## config.mk

```make
export PLATFORM = sky130hd
export DESIGN_NAME = mem_port_arbiter
export DESIGN_NICKNAME = d
export VERILOG_FILES = /design/src/rtl/mem_port_arbiter.sv
export SDC_FILE = /design/constraint.sdc
export NUM_CORES = 1
export LEC_CHECK = 0
export BUFFER_PORTS_ARGS = -buffer_cell sky130_fd_sc_hd__buf_4
export CAP_MARGIN = 10
export CELL_PAD_IN_SITES_DETAIL_PLACEMENT = 1
export CELL_PAD_IN_SITES_GLOBAL_PLACEMENT = 1
export CORE_ASPECT_RATIO = 0.5
export CORE_MARGIN = 5
export CORE_UTILIZATION = 39
export DETAILED_ROUTE_END_ITERATION = 6
export PLACE_DENSITY = 0.88
export SYNTH_ARGS = -nofsm -noshare
export SYNTH_HDL_FRONTEND = slang
export SYNTH_SLANG_ARGS = --single-unit
```

## constraint.sdc

```tcl
create_clock -name clk -period 2.87 [get_ports clk]
set_clock_uncertainty 0.2 [all_clocks]
set_input_delay 0.4305 -clock clk [delete_from_list [all_inputs] [get_ports clk]]
set_output_delay 0.4305 -clock clk [all_outputs]
set_load 0.02 [all_outputs]
```

## src/rtl/mem_port_arbiter.sv

```systemverilog
// Byte-serial arbiter sharing one 256x8 array between fetch and data ports.
// Define ALIGN_CHECK_EN to add d_err and reject misaligned data accesses.
module mem_port_arbiter #(
   parameter int ADDR_W     = 8,
   parameter int STARVE_MAX = 2
) (
   input  logic              clk,
   input  logic              reset_n,
   input  logic              if_req,
   input  logic [31:0]       if_addr,
   output logic              if_valid,
   output logic [31:0]       if_rdata,
   input  logic              d_req,
   input  logic              d_rw,
   input  logic [1:0]        d_size,
   input  logic [31:0]       d_addr,
   input  logic [31:0]       d_wdata,
   output logic              d_valid,
   output logic [31:0]       d_rdata,
   output logic              mem_en,
   output logic              mem_we,
   output logic [ADDR_W-1:0] mem_addr,
   output logic [7:0]        mem_wdata,
   input  logic [7:0]        mem_rdata,
`ifdef ALIGN_CHECK_EN
   output logic              d_err,
`endif
   output logic              busy
);

   localparam int SW = (STARVE_MAX < 2) ? 1 : $clog2(STARVE_MAX + 1);
   localparam logic [SW-1:0] SMAX = SW'(STARVE_MAX);

   typedef enum logic [1:0] {
      S_IDLE,
      S_XFER,
      S_DONE
   } state_e;

   state_e            state_q, state_d;
   logic              dsel_q, dsel_d;
   logic [ADDR_W-1:0] base_q, base_d;
   logic              rw_q, rw_d;
   logic [31:0]       wbuf_q, wbuf_d;
   logic [2:0]        n_q, n_d;
   logic [2:0]        k_q, k_d;
   logic [23:0]       acc_q, acc_d;
   logic [SW-1:0]     starve_q, starve_d;
   logic [31:0]       if_rdata_q, if_rdata_d;
   logic [31:0]       d_rdata_q, d_rdata_d;

   logic              gnt_d, gnt_f;
   logic [2:0]        f_n, dn;
   logic [31:0]       wal;
   logic              unused;

`ifdef ALIGN_CHECK_EN
   logic              err_q, err_d;
   logic              mis;
   assign mis = (d_size == 2'b01 && d_addr[0]) ||
                (d_size[1] && d_addr[1:0] != 2'b00);
`endif

   assign unused = ^{if_addr[31:ADDR_W], d_addr[31:ADDR_W]};

   // Data wins ties unless fetch has already lost STARVE_MAX times in a row
   assign gnt_d = d_req && (!if_req || starve_q != SMAX);
   assign gnt_f = if_req && !gnt_d;
   assign f_n   = (if_addr[1:0] == 2'b00) ? 3'd4 : 3'd1;

   always_comb begin
      dn  = 3'd4;
      wal = d_wdata;
      unique case (d_size)
         2'b00: begin
            dn  = 3'd1;
            wal = {d_wdata[7:0], 24'd0};
         end
         2'b01: begin
            dn  = 3'd2;
            wal = {d_wdata[15:0], 16'd0};
         end
         default: begin
            dn  = 3'd4;
            wal = d_wdata;
         end
      endcase
   end

   always_comb begin
      state_d    = state_q;
      dsel_d     = dsel_q;
      base_d     = base_q;
      rw_d       = rw_q;
      wbuf_d     = wbuf_q;
      n_d        = n_q;
      k_d        = k_q;
      acc_d      = acc_q;
      starve_d   = starve_q;
      if_rdata_d = if_rdata_q;
      d_rdata_d  = d_rdata_q;
`ifdef ALIGN_CHECK_EN
      err_d      = err_q;
`endif
      unique case (state_q)
         S_IDLE: begin
            if (gnt_d || gnt_f) begin
               dsel_d  = gnt_d;
               base_d  = gnt_d ? d_addr[ADDR_W-1:0]
                               : if_addr[ADDR_W-1:0];
               rw_d    = gnt_d && d_rw;
               n_d     = gnt_d ? dn : f_n;
               wbuf_d  = wal;
               k_d     = 3'd0;
               acc_d   = 24'd0;
               state_d = S_XFER;
               if (gnt_f)
                  starve_d = '0;
               else if (if_req && starve_q != SMAX)
                  starve_d = starve_q + 1'b1;
`ifdef ALIGN_CHECK_EN
               err_d = 1'b0;
               if (gnt_d && mis) begin
                  err_d   = 1'b1;
                  state_d = S_DONE;
               end
`endif
            end
         end
         S_XFER: begin
            k_d    = k_q + 3'd1;
            wbuf_d = {wbuf_q[23:0], 8'd0};
            acc_d  = {acc_q[15:0], mem_rdata};
            if (k_q == n_q - 3'd1) begin
               state_d = S_DONE;
               if (!rw_q) begin
                  if (dsel_q)
                     d_rdata_d = {acc_q, mem_rdata};
                  else
                     if_rdata_d = {acc_q, mem_rdata};
               end
            end
         end
         S_DONE: state_d = S_IDLE;
         default: state_d = S_IDLE;
      endcase
   end

   always_ff @(posedge clk or negedge reset_n) begin
      if (!reset_n) begin
         state_q    <= S_IDLE;
         dsel_q     <= 1'b0;
         base_q     <= '0;
         rw_q       <= 1'b0;
         wbuf_q     <= '0;
         n_q        <= '0;
         k_q        <= '0;
         acc_q      <= '0;
         starve_q   <= '0;
         if_rdata_q <= '0;
         d_rdata_q  <= '0;
`ifdef ALIGN_CHECK_EN
         err_q      <= 1'b0;
`endif
      end else begin
         state_q    <= state_d;
         dsel_q     <= dsel_d;
         base_q     <= base_d;
         rw_q       <= rw_d;
         wbuf_q     <= wbuf_d;
         n_q        <= n_d;
         k_q        <= k_d;
         acc_q      <= acc_d;
         starve_q   <= starve_d;
         if_rdata_q <= if_rdata_d;
         d_rdata_q  <= d_rdata_d;
`ifdef ALIGN_CHECK_EN
         err_q      <= err_d;
`endif
      end
   end

   assign mem_en    = (state_q == S_XFER);
   assign mem_we    = mem_en && rw_q;
   assign mem_addr  = base_q + ADDR_W'(k_q);
   assign mem_wdata = wbuf_q[31:24];
   assign if_valid  = (state_q == S_DONE) && !dsel_q;
   assign d_valid   = (state_q == S_DONE) && dsel_q;
   assign if_rdata  = if_rdata_q;
   assign d_rdata   = d_rdata_q;
   assign busy      = (state_q != S_IDLE);
`ifdef ALIGN_CHECK_EN
   assign d_err     = d_valid && err_q;
`endif

endmodule

```

Word level (Yosys, flattened, before mapping). Cells that the tools add are included.

Bits in latches: 0. Bits in read-only memories: 0. Memories: 0. Output and inout bits: 85. Bits in writable memories: 0. Input port bits: 111. Flip-flop bits (word level): 140.

$mul: 0. Div/mod/pow operators: 0. Order comparisons: 0. Shifts and indexed selects: 0. Bitwise logic cells: 2. Multiplexer cells: 16. Reduce and logical (&&, ||, !) cells: 24. Equality and inequality tests: 7. Add/sub/neg operators: 4.

Operator list (count): $pmux 32 s2 (2); $pmux 24 s2 (1); $mux 32 (1); $mux 24 (1); $pmux 3 s2 (2); $mux 3 (3); $add 8x3->8 (1); $mux 2 (4); $mux 8 (1); $reduce_and 4->1 (2); $logic_and 1x1->1 (7); $logic_not 2->1 (3); $reduce_and 2->1 (3); $reduce_bool 2->1 (3); $eq 2x1->1 const B (2); $ne 2x2->1 const B (2); $pmux 2 s2 (1); $add 3x1->3 const B (1); $eq 3x3->1 (1); $logic_not 1->1 (3); $reduce_and 3->1 (1); $sub 3x1->3 const B (1); $add 2x1->2 const B (1); $eq 2x2->1 const B (1); 3 further kinds (5).

Logic depth before layout (Yosys ltp).
Depth in word-level cells: 8. Mapped depth: 7.

Worst setup path after synthesis. Ideal clock, no wire load.

Path type: reg2reg. Start: register n_q[0]. End: register d_rdata_q[10], in the netlist d_rdata[10]. Stages on the path, launching flop included: 8. Required time: 2542 ps. Arrival: 1988 ps. Path slack: 555 ps. Period minus slack after synthesis: 2315 ps. Cells stage by stage: dfrtp_1 inv_1 ha_1 xor3_1 nor4_4 nand3b_1 buf_2 mux2_1.

Cells in the longest elaborated chain, start to end: 3.

RTL lines: start: declaration (line 45) `logic [2:0] n_q, n_d;`; start signal: assignment (line 171) `n_q <= n_d;`; $sub 3x1->3 (line 134) `if (k_q == n_q - 3'd1) begin`; $eq 3x3->1 (line 134); $reduce_and 4->1 (no line); end signal: assignment (line 176) `d_rdata_q <= d_rdata_d;`; end: declaration (line 50) `logic [31:0] d_rdata_q, d_rdata_d;`.

No other way between the ends. A chain may end at the register's enable or synchronous reset.

Worst setup path after layout.
Start: register k_q[0]. End: output port mem_addr[6].

Cells in the longest elaborated chain, start to end: 1.

RTL lines: start: declaration (line 46) `logic [2:0] k_q, k_d;`; start signal: assignment (line 172) `k_q <= k_d;`; $add 8x3->8 (line 185) `assign mem_addr = base_q + ADDR_W'(k_q);`; end: declaration (line 22) `output logic [ADDR_W-1:0] mem_addr,`.

No other way between the ends.

==> summary.md <==
| Metric | Value |
|---|---|
| Worst rel slew slack | `36.36%` |
| Inserted Diodes | `0` |
| Share of cells above drive strength 1 | `37.73%` |
| Final Hold Viols | `0` |
| Io pins | `196` |
| Fmax | `0.3618 GHz` |
| Setup-failing EPs final | `0` |
| GP Congestion | `0.7335` |
| Syn Area/Cell | `11.94 sq um` |
| Routed len/inst | `20.65 um` |
| Clock Tree Buf Depth | `2` |
| WL final | `17840 um` |
| Horiz. Die Dim | `186.6 um` |
| NumNets Final | `765` |
| Worst setup path endpoint | `mem_addr[6]` |
| Slew @ Worst Pin | `0.9526 ns` |
| HPWL Detailed | `11120 um` |
| Synthesis-stage register bit count | `140` |
| First-pass GRT wire length | `29390 um` |
| Netlist cell types | `37` |
| Sequential area share after synthesis | `57.64%` |
| Worst Path Required | `2.24 ns` |
| Area Overhead vs Synth | `31.78%` |
| GRT overflow | `0` |
| CTS tree | `done` |
| Net count after synthesis | `627` |
| Reg area | `0.003503 sq mm` |
| Post-CTS Setup Bufs | `0` |
| Clock sinks | `140` |
| Top fanout value on the critical path | `4` |
| Crit path launch | `k_q[0]` |
| Starting Density | `39.64%` |
| CTS Buf Count | `17` |
| Largest net degree at the start of global routing | `75` |
| Die height | `98.28 um` |
| R2R Setup Slk | `0.30 ns` |
| Syn Std Cell Area | `0.006078 sq mm` |
| Worst reg2reg path depth | `7` |
| Setup TNS | `0 ns` |
| Die area | `0.01833 sq mm` |
| Power per standard cell area | `1281 mW/mm^2` |
| Port-buffer cells | `147` |
| Total track usage | `19.81%` |
| LEAKAGE | `0.003890 uW` |
| Placed cell area | `0.007375 sq mm` |
| Vias per cell | `5.310` |
| Worst vdd ir | `590.3 uV` |
| FF-to-FF Start | `n_q[0]` |
| Synth area leaders | `dfrtp_1, mux2_2, mux2_1, nand2_1, o21ai_0` |
| Hold Path Class | `in2reg` |
| Final Util | `52.24%` |
| Initial antenna violation count | `0` |
| Tcrit/Tclk final | `96.31%` |
| Syn. warnings | `0` |
| Post-synth top area share | `57.64%` |
| CP Launch Type | `flop` |
| Worst R2R End | `d_rdata[25]` |
| Slew Viols, Final | `0` |
| Worst-Skew Late Latency | `0.41 ns` |
| Initial DRC Count | `209` |
| Reg clk slew, reported paths | `0.06 ns` |
| Final instance area | `0.008010 sq mm` |
| Minimum clock period | `2.764 ns` |
| Power Total | `10260 uW` |
| FP Rows | `32` |
| Clk root buf | `clkbuf_16` |
| Multi-input gate area | `0.002367 sq mm` |
| Unrepaired setup endpoints after global routing | `no` |
| Cells after Synth | `509` |
| Core box area | `0.01533 sq mm` |
| # H-tree levels | `4` |
| DRC | `0` |
| Vias | `4588` |
| Status | `completed` |
| Worst Path Arrival | `2.13 ns` |
| Fillcell total | `1618` |
| ANT nets after route | `0` |
| Drt first pass iters | `4` |
| WS Path Type | `reg2out` |
| MaxCap Viol Count | `0` |
| Dominant cell type by area after synthesis | `dfrtp_1` |
| Crit. End Element | `output pin` |
| Vias in the first global route | `5387` |
[critical path, stage by stage (launching register included)]
cell,delay [ns]
dfrtp_1,0.46
ha_1,0.26
fa_1,0.42
a21o_1,0.20
nand2b_1,0.09
xnor2_1,0.13
buf_4,0.18
[through the flow]
stage	worst slack (ns)	instances	hold WS, ns
after floorplan	0.5546	509	-0.06509
after global placement	0.3896	831	0.2717
after detailed placement	0.2894	831	0.2795
after CTS	0.09676	864	0.03834
after global routing	0.01705	864	0.04563
final	0.1059	864	0.05104
[synthesized netlist by cell type (all sizes together)]
master / number
nand3: 19
a221oi: 3
buf: 17
a32o: 1
nor2: 6
a22o: 1
nor3: 2
xnor2: 5
nand3b: 2
ha: 6
inv: 5
a21o: 2
xor3: 1
xor2: 4
and3: 7
nand2: 87
nor3b: 2
and3b: 1
fa: 1
o21ai: 47
o21a: 1
and2: 1
nor4: 1
mux2: 72
dfrtp: 140
clkbuf: 25
mux2i: 17
nor2b: 1
a31oi: 1
a221o: 12
o221a: 13
a21oi: 3
a21boi: 1
nand2b: 2
[worst min-delay path by stage]
stage	cells after the start	endpoint	from	slack [ns]
global route	2	d_rdata[1]	mem_rdata[1]	0.05
global placement	2	starve_q[1]	starve_q[1]	0.27
CTS	3	acc_q[1]	mem_rdata[1]	0.04
detailed placement	2	wbuf_q[21]	wbuf_q[13]	0.28
floorplan	0	acc_q[0]	reset_n	-0.07
finish	3	acc_q[1]	mem_rdata[1]	0.05
[layout by cell type, fill, tap and decap left out, drive strengths merged, types with 2 or more instances in the layout]
cell / count
a21o: 2
a21oi: 3
a221o: 12
a221oi: 3
and3: 7
buf: 160
bufinv: 4
clkbuf: 21
clkinv: 5
dfrtp: 140
ha: 6
inv: 6
mux2: 72
mux2i: 17
nand2: 87
nand2b: 2
nand3: 19
nand3b: 2
nor2: 6
nor3: 2
nor3b: 2
o21ai: 47
o221a: 13
xnor2: 5
xor2: 4
[where the power goes]
part           internal (uW)  leakage (uW)  switching [uW]
registers               2890       0.00176             688
clock network           1500      0.000307             853
logic                   1910       0.00182            2420
[logic make-up after synthesis]
kind of cell | synth area share [%]
buf+inv | 3.541
flops | 57.64
compound gates | 9.840
mux | 16.14
fa+ha+maj | 1.564
xor+xnor | 1.688
simple gates | 9.592
[final cells by class]
cell class / count / share of cell area [%]
tap: 204 / 3.187
inverter: 5 / 0.2343
sequential: 140 / 43.74
clock buffer: 21 / 5.748
timing repair buffer: 161 / 15.48
multi-input combinational: 322 / 29.55
clock inverter: 11 / 2.062
[per-layer routing]
| layer | global-route usage [%] | vias to the layer above | share of wire [%] |
|---|---|---|---|
| li1 | - | 2065 | - |
| met1 | 23.23 | 2398 | 41 |
| met2 | 36.71 | 101 | 54 |
| met3 | 4.500 | 24 | 3.7 |
| met4 | 5.596 | 0 | 1.6 |
| met5 | 0 | - | 0 |
[timing repair]
action / 4_1_cts / 5_1_grt
hold buffers: 1 / 0
endpoints found under the hold margin: 72 / 0
gates resized for setup: 0 / 0
[flip-flops by register name, indices dropped and copies added, names as in the netlist, 2 cells and up]
register	cells
acc_q	24
starve_q	2
n_q	3
wbuf_q	32
d_rdata	32
base_q	8
k_q	3
if_rdata	32
state_q	2
Power figures use the tool's default switching activity.
